$ cat config.mk
export PLATFORM = sky130hd
export DESIGN_NAME = flash_erase_ctrl_flat
export DESIGN_NICKNAME = d
export VERILOG_FILES = /design/src/rtl/flash_erase_ctrl_if.sv /design/src/rtl/flash_erase_ctrl.sv /design/src/flat_wrapper.sv
export SDC_FILE = /design/constraint.sdc
export NUM_CORES = 1
export LEC_CHECK = 0
export ABC_AREA = 1
export BUFFER_PORTS_ARGS = -buffer_cell sky130_fd_sc_hd__clkbuf_2
export CORE_MARGIN = 5
export CORE_UTILIZATION = 38
export CTS_CLUSTER_SIZE = 24
export DETAILED_ROUTE_END_ITERATION = 10
export SLEW_MARGIN = 10
export SYNTH_ARGS = -nofsm -noshare
export SYNTH_HDL_FRONTEND = slang
export SYNTH_SLANG_ARGS = --single-unit
export TNS_END_PERCENT = 30
$ cat constraint.sdc
create_clock -name sys_clk -period 2.05 [get_ports sys_clk]
set_clock_uncertainty 0.2 [all_clocks]
set_input_delay 0.41 -clock sys_clk [delete_from_list [all_inputs] [get_ports sys_clk]]
set_output_delay 0.41 -clock sys_clk [all_outputs]
set_load 0.01 [all_outputs]
$ cat src/rtl/flash_erase_ctrl_if.sv
// Request/SPI bundle for flash_erase_ctrl.
// Handshake: start is a one-cycle request, honoured only on a cycle where the
// controller is idle (busy=0 and not in its done cycle); mode/addr are
// captured on that same edge. busy rises the next cycle and falls together
// with the one-cycle done pulse. There is no back-pressure on done.
// state_dbg mirrors the controller FSM encoding for checkers.
interface flash_erase_ctrl_if;
  logic        start;
  logic        mode;
  logic [23:0] addr;
  logic        busy;
  logic        done;
  logic        sck;
  logic        cs_n;
  logic        mosi;
  logic        miso;
  logic [2:0]  state_dbg;

  modport master (output start, mode, addr, miso,
                  input  busy, done, sck, cs_n, mosi, state_dbg);
  modport slave  (input  start, mode, addr, miso,
                  output busy, done, sck, cs_n, mosi, state_dbg);
endinterface

$ cat src/rtl/flash_erase_ctrl.sv
// SPI flash erase sequencer: WREN, then Sector Erase (D8 + addr) or Bulk
// Erase (C7), SPI mode 0, MSB first. Optional status polling (RDSR until
// WIP clears) is enabled with FLASH_ERASE_STATUS_POLL_EN.
// All SPI pins are registered from next-state decode so they never glitch.
module flash_erase_ctrl #(
  parameter int CLK_DIV  = 2,
  parameter int CS_SETUP = 1,
  parameter int CS_HOLD  = 1,
  parameter int CS_GAP   = 5
) (
  input  logic             sys_clk,
  input  logic             sys_rst,
  flash_erase_ctrl_if.slave bus
);

  localparam logic [15:0] SETUP_LAST = 16'(CS_SETUP - 1);
  localparam logic [15:0] HOLD_LAST  = 16'(CS_HOLD - 1);
  localparam logic [15:0] GAP_LAST   = 16'(CS_GAP - 1);
  localparam logic [15:0] HALF       = 16'(CLK_DIV);
  localparam logic [15:0] BIT_LAST   = 16'(2 * CLK_DIV - 1);

  typedef enum logic [2:0] {
    S_IDLE  = 3'd0,
    S_WREN  = 3'd1,
    S_GAP1  = 3'd2,
    S_ERASE = 3'd3,
    S_GAP2  = 3'd4,
`ifdef FLASH_ERASE_STATUS_POLL_EN
    S_POLL  = 3'd5,
    S_GAP3  = 3'd6,
`endif
    S_DONE  = 3'd7
  } state_t;

  // Phase inside one cs_n-low transaction.
  typedef enum logic [1:0] {P_SETUP, P_BITS, P_HOLD} phase_t;

  state_t      state, state_n;
  phase_t      phase, phase_n;
  logic [15:0] tick, tick_n;
  logic [2:0]  bit_cnt, bit_cnt_n;
  logic [1:0]  byte_cnt, byte_cnt_n;
  logic        mode_q;
  logic [23:0] addr_q;
  logic        xfer_n;
  logic [7:0]  byte_n;
  logic        busy_q, done_q, sck_q, cs_n_q, mosi_q;
  logic        busy_d, done_d, sck_d, cs_n_d, mosi_d;

`ifdef FLASH_ERASE_STATUS_POLL_EN
  logic [7:0]  status;
  logic        unused_status_msb;
  assign unused_status_msb = status[7];
`else
  logic        unused_miso;
  assign unused_miso = bus.miso;
`endif

  function automatic logic is_xfer(state_t s);
    is_xfer = (s == S_WREN) || (s == S_ERASE)
`ifdef FLASH_ERASE_STATUS_POLL_EN
              || (s == S_POLL)
`endif
              ;
  endfunction

  // Index of the final byte of the transaction issued in state s.
  function automatic logic [1:0] last_byte_of(state_t s, logic m);
    logic [1:0] v;
    v = 2'd0;
    if (s == S_ERASE && !m) v = 2'd3;
`ifdef FLASH_ERASE_STATUS_POLL_EN
    if (s == S_POLL) v = 2'd1;
`endif
    return v;
  endfunction

  // Byte b of the transaction issued in state s.
  function automatic logic [7:0] cmd_byte(state_t s, logic m, logic [23:0] a, logic [1:0] b);
    logic [7:0] v;
    v = 8'h06;
    if (s == S_ERASE) begin
      if (m) v = 8'hC7;
      else begin
        case (b)
          2'd0:    v = 8'hD8;
          2'd1:    v = a[23:16];
          2'd2:    v = a[15:8];
          default: v = a[7:0];
        endcase
      end
    end
`ifdef FLASH_ERASE_STATUS_POLL_EN
    else if (s == S_POLL) v = (b == 2'd0) ? 8'h05 : 8'h00;
`endif
    return v;
  endfunction

  // Next-state, counter update and next-output decode.
  always_comb begin
    state_n    = state;
    phase_n    = phase;
    tick_n     = tick;
    bit_cnt_n  = bit_cnt;
    byte_cnt_n = byte_cnt;
    case (state)
      S_IDLE: begin
        if (bus.start) begin
          state_n    = S_WREN;
          phase_n    = P_SETUP;
          tick_n     = '0;
          bit_cnt_n  = 3'd7;
          byte_cnt_n = 2'd0;
        end
      end
      S_GAP1: begin
        if (tick == GAP_LAST) begin
          state_n = S_ERASE;
          tick_n  = '0;
        end else tick_n = tick + 16'd1;
      end
      S_GAP2: begin
        if (tick == GAP_LAST) begin
`ifdef FLASH_ERASE_STATUS_POLL_EN
          state_n = S_POLL;
`else
          state_n = S_DONE;
`endif
          tick_n  = '0;
        end else tick_n = tick + 16'd1;
      end
`ifdef FLASH_ERASE_STATUS_POLL_EN
      S_GAP3: begin
        if (tick == GAP_LAST) begin
          state_n = status[0] ? S_POLL : S_DONE;
          tick_n  = '0;
        end else tick_n = tick + 16'd1;
      end
`endif
      S_DONE: state_n = S_IDLE;
      default: begin
        // Transaction states: setup, shift bytes, hold, then the cs_n gap.
        case (phase)
          P_SETUP: begin
            if (tick == SETUP_LAST) begin
              phase_n = P_BITS;
              tick_n  = '0;
            end else tick_n = tick + 16'd1;
          end
          P_BITS: begin
            if (tick == BIT_LAST) begin
              tick_n = '0;
              if (bit_cnt != 3'd0) bit_cnt_n = bit_cnt - 3'd1;
              else if (byte_cnt != last_byte_of(state, mode_q)) begin
                byte_cnt_n = byte_cnt + 2'd1;
                bit_cnt_n  = 3'd7;
              end else phase_n = P_HOLD;
            end else tick_n = tick + 16'd1;
          end
          default: begin
            if (tick == HOLD_LAST) begin
              tick_n     = '0;
              phase_n    = P_SETUP;
              bit_cnt_n  = 3'd7;
              byte_cnt_n = 2'd0;
              if (state == S_WREN) state_n = S_GAP1;
`ifdef FLASH_ERASE_STATUS_POLL_EN
              else if (state == S_POLL) state_n = S_GAP3;
`endif
              else state_n = S_GAP2;
            end else tick_n = tick + 16'd1;
          end
        endcase
      end
    endcase

    xfer_n = is_xfer(state_n);
    byte_n = cmd_byte(state_n, mode_q, addr_q, byte_cnt_n);
    busy_d = (state_n != S_IDLE) && (state_n != S_DONE);
    done_d = (state_n == S_DONE);
    cs_n_d = !xfer_n;
    sck_d  = xfer_n && (phase_n == P_BITS) && (tick_n >= HALF);
    mosi_d = xfer_n && (phase_n == P_BITS) && byte_n[bit_cnt_n];
  end

  // State, counters, request capture and registered pins.
  always_ff @(posedge sys_clk) begin
    if (sys_rst) begin
      state    <= S_IDLE;
      phase    <= P_SETUP;
      tick     <= '0;
      bit_cnt  <= 3'd7;
      byte_cnt <= 2'd0;
      mode_q   <= 1'b0;
      addr_q   <= '0;
      busy_q   <= 1'b0;
      done_q   <= 1'b0;
      sck_q    <= 1'b0;
      cs_n_q   <= 1'b1;
      mosi_q   <= 1'b0;
    end else begin
      state    <= state_n;
      phase    <= phase_n;
      tick     <= tick_n;
      bit_cnt  <= bit_cnt_n;
      byte_cnt <= byte_cnt_n;
      if (state == S_IDLE && bus.start) begin
        mode_q <= bus.mode;
        addr_q <= bus.addr;
      end
      busy_q   <= busy_d;
      done_q   <= done_d;
      sck_q    <= sck_d;
      cs_n_q   <= cs_n_d;
      mosi_q   <= mosi_d;
    end
  end

`ifdef FLASH_ERASE_STATUS_POLL_EN
  // Shift in the RDSR reply on the edge where sck rises in the second byte.
  always_ff @(posedge sys_clk) begin
    if (sys_rst) status <= '0;
    else if (state == S_POLL && phase == P_BITS && byte_cnt == 2'd1 &&
             tick == HALF - 16'd1)
      status <= {status[6:0], bus.miso};
  end
`endif

  assign bus.busy      = busy_q;
  assign bus.done      = done_q;
  assign bus.sck       = sck_q;
  assign bus.cs_n      = cs_n_q;
  assign bus.mosi      = mosi_q;
  assign bus.state_dbg = state;

endmodule

$ cat src/flat_wrapper.sv
// flat-port wrapper written by rule: the top's interface ports become plain ports
module flash_erase_ctrl_flat 
#(
  parameter int CLK_DIV  = 2,
  parameter int CS_SETUP = 1,
  parameter int CS_HOLD  = 1,
  parameter int CS_GAP   = 5
)
  (sys_clk, sys_rst, bus_start, bus_mode, bus_addr, bus_miso, bus_busy, bus_done, bus_sck, bus_cs_n, bus_mosi, bus_state_dbg);
  flash_erase_ctrl_if bus_i ();
  input  logic sys_clk;
  input  logic sys_rst;
  input wire logic [$bits(bus_i.start)-1:0] bus_start;
  input wire logic [$bits(bus_i.mode)-1:0] bus_mode;
  input wire logic [$bits(bus_i.addr)-1:0] bus_addr;
  input wire logic [$bits(bus_i.miso)-1:0] bus_miso;
  output wire logic [$bits(bus_i.busy)-1:0] bus_busy;
  output wire logic [$bits(bus_i.done)-1:0] bus_done;
  output wire logic [$bits(bus_i.sck)-1:0] bus_sck;
  output wire logic [$bits(bus_i.cs_n)-1:0] bus_cs_n;
  output wire logic [$bits(bus_i.mosi)-1:0] bus_mosi;
  output wire logic [$bits(bus_i.state_dbg)-1:0] bus_state_dbg;
  assign bus_i.start = bus_start;
  assign bus_i.mode = bus_mode;
  assign bus_i.addr = bus_addr;
  assign bus_i.miso = bus_miso;
  assign bus_busy = bus_i.busy;
  assign bus_done = bus_i.done;
  assign bus_sck = bus_i.sck;
  assign bus_cs_n = bus_i.cs_n;
  assign bus_mosi = bus_i.mosi;
  assign bus_state_dbg = bus_i.state_dbg;
  flash_erase_ctrl #(.CLK_DIV(CLK_DIV), .CS_SETUP(CS_SETUP), .CS_HOLD(CS_HOLD), .CS_GAP(CS_GAP)) u_core (.sys_clk(sys_clk), .sys_rst(sys_rst), .bus(bus_i));
endmodule
==> results of run 1 <==
-- metrics by stage --
step           TNS [ns]  hold slack [ns]  util, %  instances  area [sq um]
3_5_place_dp      -2.86            0.254     49.8        728          4280
3_3_place_gp      -2.19            0.246     49.8        728          4280
2_1_floorplan    -0.182            0.230        -        510          3370
4_1_cts           -1.38            0.125     53.9        748          4630
6_report          -1.84            0.130     58.4        768          5020
5_1_grt           -4.59            0.138     58.4        768          5020
-- tightest hold or removal path: stages --
cell,delay [ns]
clkbuf_2,0.08
nand3_1,0.06
a21oi_1,0.06
-- state kept, by name (all words and copies together), names as in the netlist, 2 cells and up --
register	cells
u_core.bit_cnt	3
u_core.bus.state_dbg	3
u_core.addr_q	24
u_core.phase	2
u_core.byte_cnt	2
u_core.tick	16
-- logic make-up (layout without fill, tap and decap cells) --
group                    Yosys count  in the layout
XOR/XNOR                           1              1
flip-flops                        56             56
adder cells (fa/ha/maj)            4              4
AO/OA/AOI/OAI                     86             86
buffers and inverters             88            237
AND/OR/NAND/NOR                  275            276
-- power by group --
part | leakage [nW] | internal [mW] | switching, mW
sequential | 0.463 | 1.13 | 0.0265
clock | 0.0614 | 0.400 | 0.370
combinational | 1.81 | 0.162 | 0.215
total | 2.33 | 1.69 | 0.612
-- cells in the mapped netlist --
library cell / n / area, sq um
a22oi_1: 4 / 30.0
a21boi_0: 1 / 7.51
a221oi_1: 1 / 8.76
nand4_1: 3 / 18.8
clkinv_4: 1 / 8.76
nand2_4: 4 / 45.0
a31oi_1: 1 / 6.26
dfxtp_1: 56 / 1120
inv_1: 68 / 255
a21oi_4: 1 / 16.3
o211ai_1: 1 / 7.51
inv_2: 5 / 18.8
a21oi_1: 36 / 180
a21oi_2: 3 / 26.3
nand3_2: 3 / 30.0
o21ai_0: 24 / 120
nand3_1: 65 / 325
xor2_1: 1 / 8.76
nor4_1: 1 / 6.26
clkbuf_1: 12 / 45.0
nor3_2: 2 / 20.0
nor2_1: 50 / 188
ha_1: 4 / 50.1
nor3_1: 4 / 20.0
o22ai_1: 7 / 43.8
nand2_2: 3 / 18.8
nor2_2: 6 / 37.5
nand2_1: 126 / 473
buf_6: 2 / 22.5
o21ai_1: 3 / 15.0
and2_1: 1 / 6.26
a211oi_1: 1 / 7.51
or2_2: 2 / 12.5
a32oi_1: 1 / 8.76
o21ai_2: 2 / 17.5
nor2_4: 4 / 45.0
nand3_4: 1 / 17.5
-- placed cells by master (no fill, tap or decap), types with 3 or more instances in the layout --
master / instances
inv_2: 8
nand2_4: 8
nor3_4: 3
nand4_1: 3
inv_1: 62
nor2_1: 36
a21oi_1: 33
o22ai_2: 4
nand3_2: 9
buf_4: 115
o22ai_1: 3
ha_4: 3
nor2_2: 10
a21oi_2: 5
dfxtp_2: 6
clkbuf_8: 6
o21ai_2: 10
nand2_1: 105
dfxtp_4: 6
clkbuf_2: 35
buf_6: 4
nor2_4: 14
nand3_1: 57
o21ai_1: 8
nand2_2: 20
nand3_4: 3
dfxtp_1: 44
a22oi_2: 3
o21ai_0: 11
-- per-layer routing --
metal / part of all wire [%] / up-vias / global-route usage (%)
met5: 0 / - / 0
met2: 49 / 122 / 30.9
met1: 43 / 1759 / 23.4
li1: - / 1943 / -
met4: 2.1 / 0 / 5.88
met3: 5.3 / 23 / 2.50
-- layout make-up --
class	count	area share, %
Clock buffer	6	1.64
Clock inverter	2	0.772
Inverter	74	5.88
Multi-Input combinational cell	367	44.1
Sequential cell	56	22.9
Tap cell	108	2.69
Timing Repair Buffer	155	22.0
-- worst paths after layout --
kind,end,slack [ns],cells after the start,start
setup / recovery,u_core.bus.mosi$_SDFF_PP0_,-0.33,17,u_core.tick[2]$_SDFF_PP0_
hold / removal,u_core.addr_q[8]$_SDFFE_PP0P_,0.13,3,bus_addr[8]
setup reg to reg,u_core.bus.mosi$_SDFF_PP0_,-0.33,17,u_core.tick[2]$_SDFF_PP0_
hold reg to reg,u_core.addr_q[23]$_SDFFE_PP0P_,0.26,2,u_core.addr_q[23]$_SDFFE_PP0P_
-- repair_timing --
item,4_1_cts,5_1_grt
gates cloned,1,0
pin swaps,32,28
gates resized for setup,43,71
hold endpoints to repair,0,0
endpoints found under the setup margin,17,23
buffers inserted,11,20
==> out/metrics.yaml, run 1 <==
antenna_found_initial: 0
worst_setup_path_end_kind: "register"
slew_violations: 0
portBuffers: 35
tightest_slew_ns: 0.548
clk_pin_slew_ns: 0.11
synth-compound-area-share_pct: 15.1
htree_levels: 2
ys_seq_elements: 56
post-place-ws_ns: -0.366
grt_usage_pct: 18.1
synthCells: 510
die-area_sq_um: 10600
rsz0062_at_grt: "true"
routed_via_density: 5.01
period_needed_ns: 2.38
grt_pass1_vias: 3514
cts_tree: "yes"
power_mw: 2.30
path_buf_inv: 3
violations: "setup timing"
crit_required_ns: 2.10
drc_errors: 0
critical-path-slowest-cell: "dfxtp_4"
grt_pass1_wl_um: 15600
die_w_um: 103
cellLeakagePower_nw: 2.33
fillers: 801
routabilityCongestion: 0.862
antenna_cells: 0
crit_fanout: 6
max_stage_delay_ns: 0.39
cts.sinks: 56
period_share_pct: 116
slew_headroom_pct: 63.4
ys_types: 37
final_hold_viol_count: 0
detail-route-antenna-nets: 0
drt_wl_total_um: 10100
start_util_pct: 38.3
core_area_sq_um: 8590
die_y_um: 103
hp-class: "in -> reg"
max_freq_mhz: 421
synth_area_sq_um: 3290
final_nets: 692
fin_ws_ns: -0.328
cts_buffers: 5
io_pins: 37
root_buffer: "clkbuf_8"
seq_area_sq_um: 1150
power.density_nw_per_um2: 458
drt_iter0_drc: 189
drive_gt1_share_pct: 43.5
status: "finished with violations"
synth_top_family_by_area: "simple AND/OR/NAND/NOR gates"
setup_viol: 15
synth-simple-area-share_pct: 38.4
muxShareOfSynthArea_pct: 0
grt_overflow_total: 0
grt_max_degree: 32
yosys_warnings: 0
yosysSeqAreaShare_pct: 34.1
syn_avg_cell_area_sq_um: 6.45
start_kind: "register"
cts_buffer_depth: 2
vdd_drop_max_uv: 293
hpwlAfterDp_um: 6680
path_cells: "nor2_2 -> nand2_2 -> nor2_4 -> nand4_1 -> nor2_2 -> nor2_4 -> a21oi_2 -> buf_6 -> buf_4 -> nand2_1 -> nand3_1 -> nand2_1 -> nand3_1 -> nand3_2 -> nand2_2 -> inv_1 -> nor2_1"
cts-hold-fix-buffers: 0
worstPathArrival_ns: 2.43
clock_latency_ns: 0.31
crit_type: "reg -> reg"
synthXorXnorAreaFrac_pct: 0.266
yosys.area_share.adder_pct: 1.52
syn_nets: 543
maxCapViolCount: 0
vias: 3847
std_cell_rows: 34
cp_top_family: "simple AND/OR/NAND/NOR gates"
post_drt_wl_per_cell_um: 13.2
synthToLayoutAreaGrowth_pct: 52.6
first_pass_iters: 5
multi_input_area_sq_um: 2210
No activity file was read; power rests on OpenSTA's default activity.
==> inputs of run 2 (changes only) <==
--- a/config.mk
+++ b/config.mk
@@ -5,7 +5,6 @@
 export SDC_FILE = /design/constraint.sdc
 export NUM_CORES = 1
 export LEC_CHECK = 0
-export ABC_AREA = 1
 export BUFFER_PORTS_ARGS = -buffer_cell sky130_fd_sc_hd__clkbuf_2
 export CORE_MARGIN = 5
 export CORE_UTILIZATION = 38
==> run 2 against run 1 <==
Against the previous run: the flow still finishes with violations (setup timing); count of clock-buffer cells in the layout decreased by 1; sequential power about the same; synthesized cell count decreased by 9.6%; critical path depth decreased by 8; first-iteration DRC count increased by 24%; critical endpoint unchanged; largest cell class unchanged; largest power group unchanged.
==> out/metrics.yaml, run 2 <==
drt_wl_total_um: 12100
tightest_slew_ns: 0.536
start_util_pct: 38.5
worst_setup_path_end_kind: "register"
grt_usage_pct: 20.7
synthCells: 461
hp-class: "in -> reg"
power.density_nw_per_um2: 435
r2r_setup_slack_ns: -0.85
die-area_sq_um: 11300
synth_commonest_cells: "78 x nand2_1, 56 x dfxtp_1, 55 x a21oi_1"
multi_input_area_sq_um: 2670
grt_max_degree: 43
final_nets: 653
clk_pin_slew_ns: 0.12
grt_overflow_total: 0
post_drt_wl_per_cell_um: 16.6
synth_area_sq_um: 3520
cts_tree: "yes"
setup_tns_ns: -10.17
drt_iter0_drc: 234
die_y_um: 106
syn_avg_cell_area_sq_um: 7.64
grt_busiest_layer: "met2"
std_cell_rows: 35
cts-hold-fix-buffers: 0
drc_errors: 0
htree_levels: 2
max_freq_mhz: 345
vdd_drop_max_uv: 314
cts.sinks: 56
path_buf_inv: 1
cp_top_family: "compound AO/OA/AOI/OAI gates"
synthFlopType: "dfxtp_1"
final_hold_viol_count: 0
vias: 4155
cellLeakagePower_nw: 2.24
globalRouteMet2Util_pct: 32.8
met3_usage_pct: 2.91
slew_violations: 0
path_cells: "buf_4 -> or4_4 -> nor3_4 -> o2111ai_2 -> o221ai_4 -> mux2i_1 -> a2111oi_2 -> o311ai_0 -> o22ai_1"
root_buffer: "clkbuf_8"
violations: "setup timing"
fin_ws_ns: -0.845
hpwlAfterDp_um: 8730
drive_gt1_share_pct: 47.5
final_core_util_pct: 59.4
status: "finished with violations"
syn_nets: 494
routabilityCongestion: 0.944
largestRegisters: "u_core.addr_q: 24 flops, u_core.tick: 16 flops"
largest_register_ffs: 24
yosys.area.top_type: "dfxtp_1"
reg2reg_to: "u_core.bus.mosi$_SDFF_PP0_"
synth.top_cell.area_share_pct: 31.8
whs_ns: 0.0884
worstPathArrival_ns: 2.90
first_pass_iters: 5
hold_path_depth: 3
ys_types: 78
cts_buffers: 5
portBuffers: 35
hold_path_end: "u_core.addr_q[11]$_SDFFE_PP0P_"
synthToLayoutAreaGrowth_pct: 54.4
die_w_um: 106
final_common_cell: "buf_4"
fillers: 795
core_area_sq_um: 9150
rsz0062_at_grt: "true"
antenna_found_initial: 0
grt_pass1_wl_um: 19100
crit_required_ns: 2.06
yosysSeqAreaShare_pct: 31.8
r2r_cells: 9
yosysMostFrequentCell: "nand2_1"
period_needed_ns: 2.90
final_cell_mix: "129 x buf_4, 76 x nand2_1, 45 x a21oi_1, 43 x dfxtp_1, 35 x clkbuf_2"
seq_area_sq_um: 1150
crit_fanout: 6
ys_async_sr_fraction_pct: 0
start_kind: "register"
worstReg2RegStart: "u_core.tick[14]$_SDFF_PP0_"
detail-route-antenna-nets: 0
routed_via_density: 5.68
min-delay-start: "bus_addr[11]"
period_share_pct: 141
crit_type: "reg -> reg"
grtUsageMet1_pct: 29.8
cts_buffer_depth: 2
regMostFlops: "u_core.addr_q"
ys_seq_elements: 56
clock_latency_ns: 0.33
critical-path-slowest-cell: "or4_4"
antenna_cells: 0
setup_viol: 25
io_pins: 37
synth_edf_count: 0
slew_headroom_pct: 64.0
synth_area_leaders: "dfxtp_1 32%, nand2_1 8.3%, a21oi_1 7.8%"
yosys_warnings: 0
grt_pass1_vias: 3856
max_stage_delay_ns: 0.47
maxCapViolCount: 0
[run 2: cells by family after synthesis]
family                   after synthesis  synth area share, %
AND/OR/NAND/NOR                      206                 32.1
AO/OA/AOI/OAI                        137                 25.3
flip-flops                            56                 31.8
buffers and inverters                 47                 6.15
multiplexers                           8                 2.31
adder cells (fa/ha/maj)                6                 1.99
XOR/XNOR                               1                0.249
[run 2: routing by layer]
layer / share of wire [%] / routed length (um) / vias to the layer above
met4: 1.2 / 145 / 0
met5: 0 / 0 / -
li1: - / - / 2012
met2: 47 / 5710 / 148
met3: 5.0 / 608 / 18
met1: 47 / 5670 / 1977
[run 2: timing repair]
| action | in CTS | in global routing |
|---|---|---|
| gates cloned | 2 | 0 |
| buffers inserted | 6 | 8 |
| gates resized for setup | 60 | 51 |
| endpoints found under the setup margin | 25 | 30 |
| pin swaps | 18 | 29 |
| hold endpoints to repair | 0 | 0 |
[run 2: worst max-delay path by stage]
| stage | start | to | slack (ns) | cells past startpoint |
|---|---|---|---|---|
| global placement | u_core.tick[0]$_SDFF_PP0_ | u_core.bus.mosi$_SDFF_PP0_ | -0.92 | 11 |
| CTS | u_core.tick[10]$_SDFF_PP0_ | u_core.bus.mosi$_SDFF_PP0_ | -0.75 | 10 |
| global route | u_core.tick[6]$_SDFF_PP0_ | u_core.bus.sck$_SDFF_PP0_ | -0.93 | 10 |
| detailed placement | u_core.tick[0]$_SDFF_PP0_ | u_core.bus.mosi$_SDFF_PP0_ | -0.90 | 11 |
| finish | u_core.tick[14]$_SDFF_PP0_ | u_core.bus.mosi$_SDFF_PP0_ | -0.85 | 9 |
| floorplan | u_core.tick[1]$_SDFF_PP0_ | u_core.bus.mosi$_SDFF_PP0_ | -0.64 | 11 |
[run 2: cell type report]
cell class                 instances  share of cell area [%]
clock inverter                     3                   0.483
timing repair buffer             178                    24.0
tap                              111                    2.56
sequential                        56                    21.1
inverter                          20                    1.52
multi-input combinational        359                    49.1
clock buffer                       5                    1.27
[run 2: power breakdown]
part	internal, mW	total [mW]	switching (mW)	leakage [nW]
sequential	1.13	1.16	0.0284	0.464
clock	0.254	0.687	0.433	0.0506
combinational	0.236	0.519	0.282	1.73
[run 2: worst reg2reg max path, stage by stage, from the launching register on]
cell and delay (ns):
dfxtp_2 0.35, buf_4 0.15, or4_4 0.47, nor3_4 0.27, o2111ai_2 0.26, o221ai_4 0.21, mux2i_1 0.31, a2111oi_2 0.10
o311ai_0 0.35, o22ai_1 0.11
[run 2: per-stage QoR]
| stage | std cells | area (sq um) | total power [mW] | setup WS, ns |
|---|---|---|---|---|
| after global routing | 732 | 5440 | 2.45 | -0.926 |
| after global placement | 709 | 4770 | 1.60 | -0.924 |
| after CTS | 725 | 5160 | 2.32 | -0.754 |
| final | 732 | 5440 | 2.36 | -0.845 |
| after floorplan | 461 | 3650 | 1.39 | -0.635 |
| after detailed placement | 709 | 4770 | 1.61 | -0.896 |
==> inputs of run 3 (changes only) <==
--- a/config.mk
+++ b/config.mk
@@ -6,10 +6,13 @@
 export NUM_CORES = 1
 export LEC_CHECK = 0
 export BUFFER_PORTS_ARGS = -buffer_cell sky130_fd_sc_hd__clkbuf_2
+export CELL_PAD_IN_SITES_DETAIL_PLACEMENT = 0
+export CELL_PAD_IN_SITES_GLOBAL_PLACEMENT = 1
 export CORE_MARGIN = 5
 export CORE_UTILIZATION = 38
 export CTS_CLUSTER_SIZE = 24
 export DETAILED_ROUTE_END_ITERATION = 10
+export PLACE_DENSITY_LB_ADDON = 0.1
 export SLEW_MARGIN = 10
 export SYNTH_ARGS = -nofsm -noshare
 export SYNTH_HDL_FRONTEND = slang
==> run 3 against run 2 <==
Against the previous run: the run still ends with setup timing left; hold slack about the same; setup slack worse by 0.013 ns; global-route usage up 1.9 points; highest routed layer unchanged; sequential power about the same.
==> out/metrics.yaml, run 3 (synthesis results as in run 2) <==
status: "finished with violations"
violations: "setup timing"
antenna_cells: 0
grt_overflow_total: 0
io_pins: 37
clock_latency_ns: 0.32
die-area_sq_um: 11300
cellLeakagePower_nw: 2.38
synthToLayoutAreaGrowth_pct: 63.6
drt_iter0_drc: 205
routed_via_density: 5.48
die_y_um: 106
grtUsageMet1_pct: 32.7
cts_buffers: 5
core_area_sq_um: 9150
grt_pass1_vias: 4044
detail-route-antenna-nets: 0
globalRouteMet2Util_pct: 36.4
grt_usage_pct: 22.6
worst_setup_path_end_kind: "register"
htree_levels: 2
grt_busiest_layer: "met2"
maxCapViolCount: 0
grt_max_degree: 43
period_share_pct: 142
slew_violations: 0
grt_pass1_wl_um: 20700
period_needed_ns: 2.91
multi_input_area_sq_um: 2740
hpwlAfterDp_um: 9380
routabilityCongestion: 0.899
crit_required_ns: 2.07
drive_gt1_share_pct: 51.5
slew_headroom_pct: 58.4
power_mw: 2.35
final_cell_mix: "154 x buf_4, 75 x nand2_1, 45 x a21oi_1, 40 x dfxtp_1, 35 x clkbuf_2"
final_nets: 681
first_pass_iters: 5
start_kind: "register"
rsz0062_at_grt: "true"
largest_register_ffs: 24
power.density_nw_per_um2: 407
largestRegisters: "u_core.addr_q: 24 flops, u_core.tick: 16 flops"
cts.sinks: 56
max_freq_mhz: 344
std_cell_rows: 35
post-place-ws_ns: -1.03
drc_errors: 0
antenna_found_initial: 0
met3_usage_pct: 2.43
regMostFlops: "u_core.addr_q"
worstPathArrival_ns: 2.93
post_drt_wl_per_cell_um: 17.0
setup_viol: 28
root_buffer: "clkbuf_8"
fin_cells: 760
place_inst: 726
vias: 4163
fillers: 825
die_w_um: 106
final_common_cell: "buf_4"
crit_fanout: 4
portBuffers: 35
tightest_slew_ns: 0.617
seq_area_sq_um: 1160
cts_tree: "yes"
crit_type: "reg -> reg"
vdd_drop_max_uv: 333
fin_ws_ns: -0.859
drt_wl_total_um: 12900
hp-class: "in -> reg"
start_util_pct: 38.5
cts_buffer_depth: 2
final_hold_viol_count: 0
clk_pin_slew_ns: 0.12
-- run 3: what timing repair did --
action,4_1_cts,5_1_grt
hold buffers,0,0
gates resized for setup,68,51
setup buffers,15,13
setup endpoints to repair,25,31
pin swaps,35,29
-- run 3: cell type report --
| class | instances | area share, % |
|---|---|---|
| multi-input combinational | 358 | 47.5 |
| clock buffer | 5 | 1.19 |
| clock inverter | 3 | 0.586 |
| tap | 111 | 2.41 |
| timing repair buffer | 207 | 26.8 |
| inverter | 20 | 1.35 |
| sequential | 56 | 20.2 |
-- run 3: worst paths after layout --
check,cells after the start,slack (ns),start,endpoint
max reg2reg,10,-0.86,u_core.tick[9]$_SDFF_PP0_,u_core.bus.mosi$_SDFF_PP0_
min,3,0.09,bus_addr[14],u_core.addr_q[14]$_SDFFE_PP0P_
max,10,-0.86,u_core.tick[9]$_SDFF_PP0_,u_core.bus.mosi$_SDFF_PP0_
min reg2reg,2,0.26,u_core.addr_q[0]$_SDFFE_PP0P_,u_core.addr_q[0]$_SDFFE_PP0P_
-- run 3: where the power goes --
group	internal (mW)	switching (mW)	total (mW)
clock	0.259	0.434	0.693
sequential	1.12	0.0342	1.16
combinational	0.227	0.270	0.497
total	1.61	0.739	2.35
-- run 3: metrics by stage --
stage	hold WS (ns)	utilization [%]	TNS (ns)	cell area, sq um
after floorplan	0.236	-	-4.43	3650
after global placement	0.245	53.5	-11.22	4900
after detailed placement	0.248	53.5	-11.76	4900
after CTS	0.0810	59.0	-12.08	5400
after global routing	0.0769	63.0	-14.58	5760
final	0.0880	63.0	-11.71	5760
-- run 3: critical path: stages, from the launching register on --
cell	delay, ns
dfxtp_4	0.39
or4_4	0.56
nor3_4	0.24
buf_4	0.14
nand4_2	0.11
buf_4	0.18
and3_2	0.24
a2111oi_4	0.37
o311ai_2	0.15
o2111ai_2	0.11
o22ai_2	0.11
-- run 3: metal layers --
| metal | routed length (um) | part of all wire [%] | up-vias |
|---|---|---|---|
| li1 | - | - | 2062 |
| met1 | 6180 | 48 | 2004 |
| met2 | 6250 | 48 | 87 |
| met3 | 409 | 3.2 | 10 |
| met4 | 104 | 0.80 | 0 |
| met5 | 0 | 0 | - |
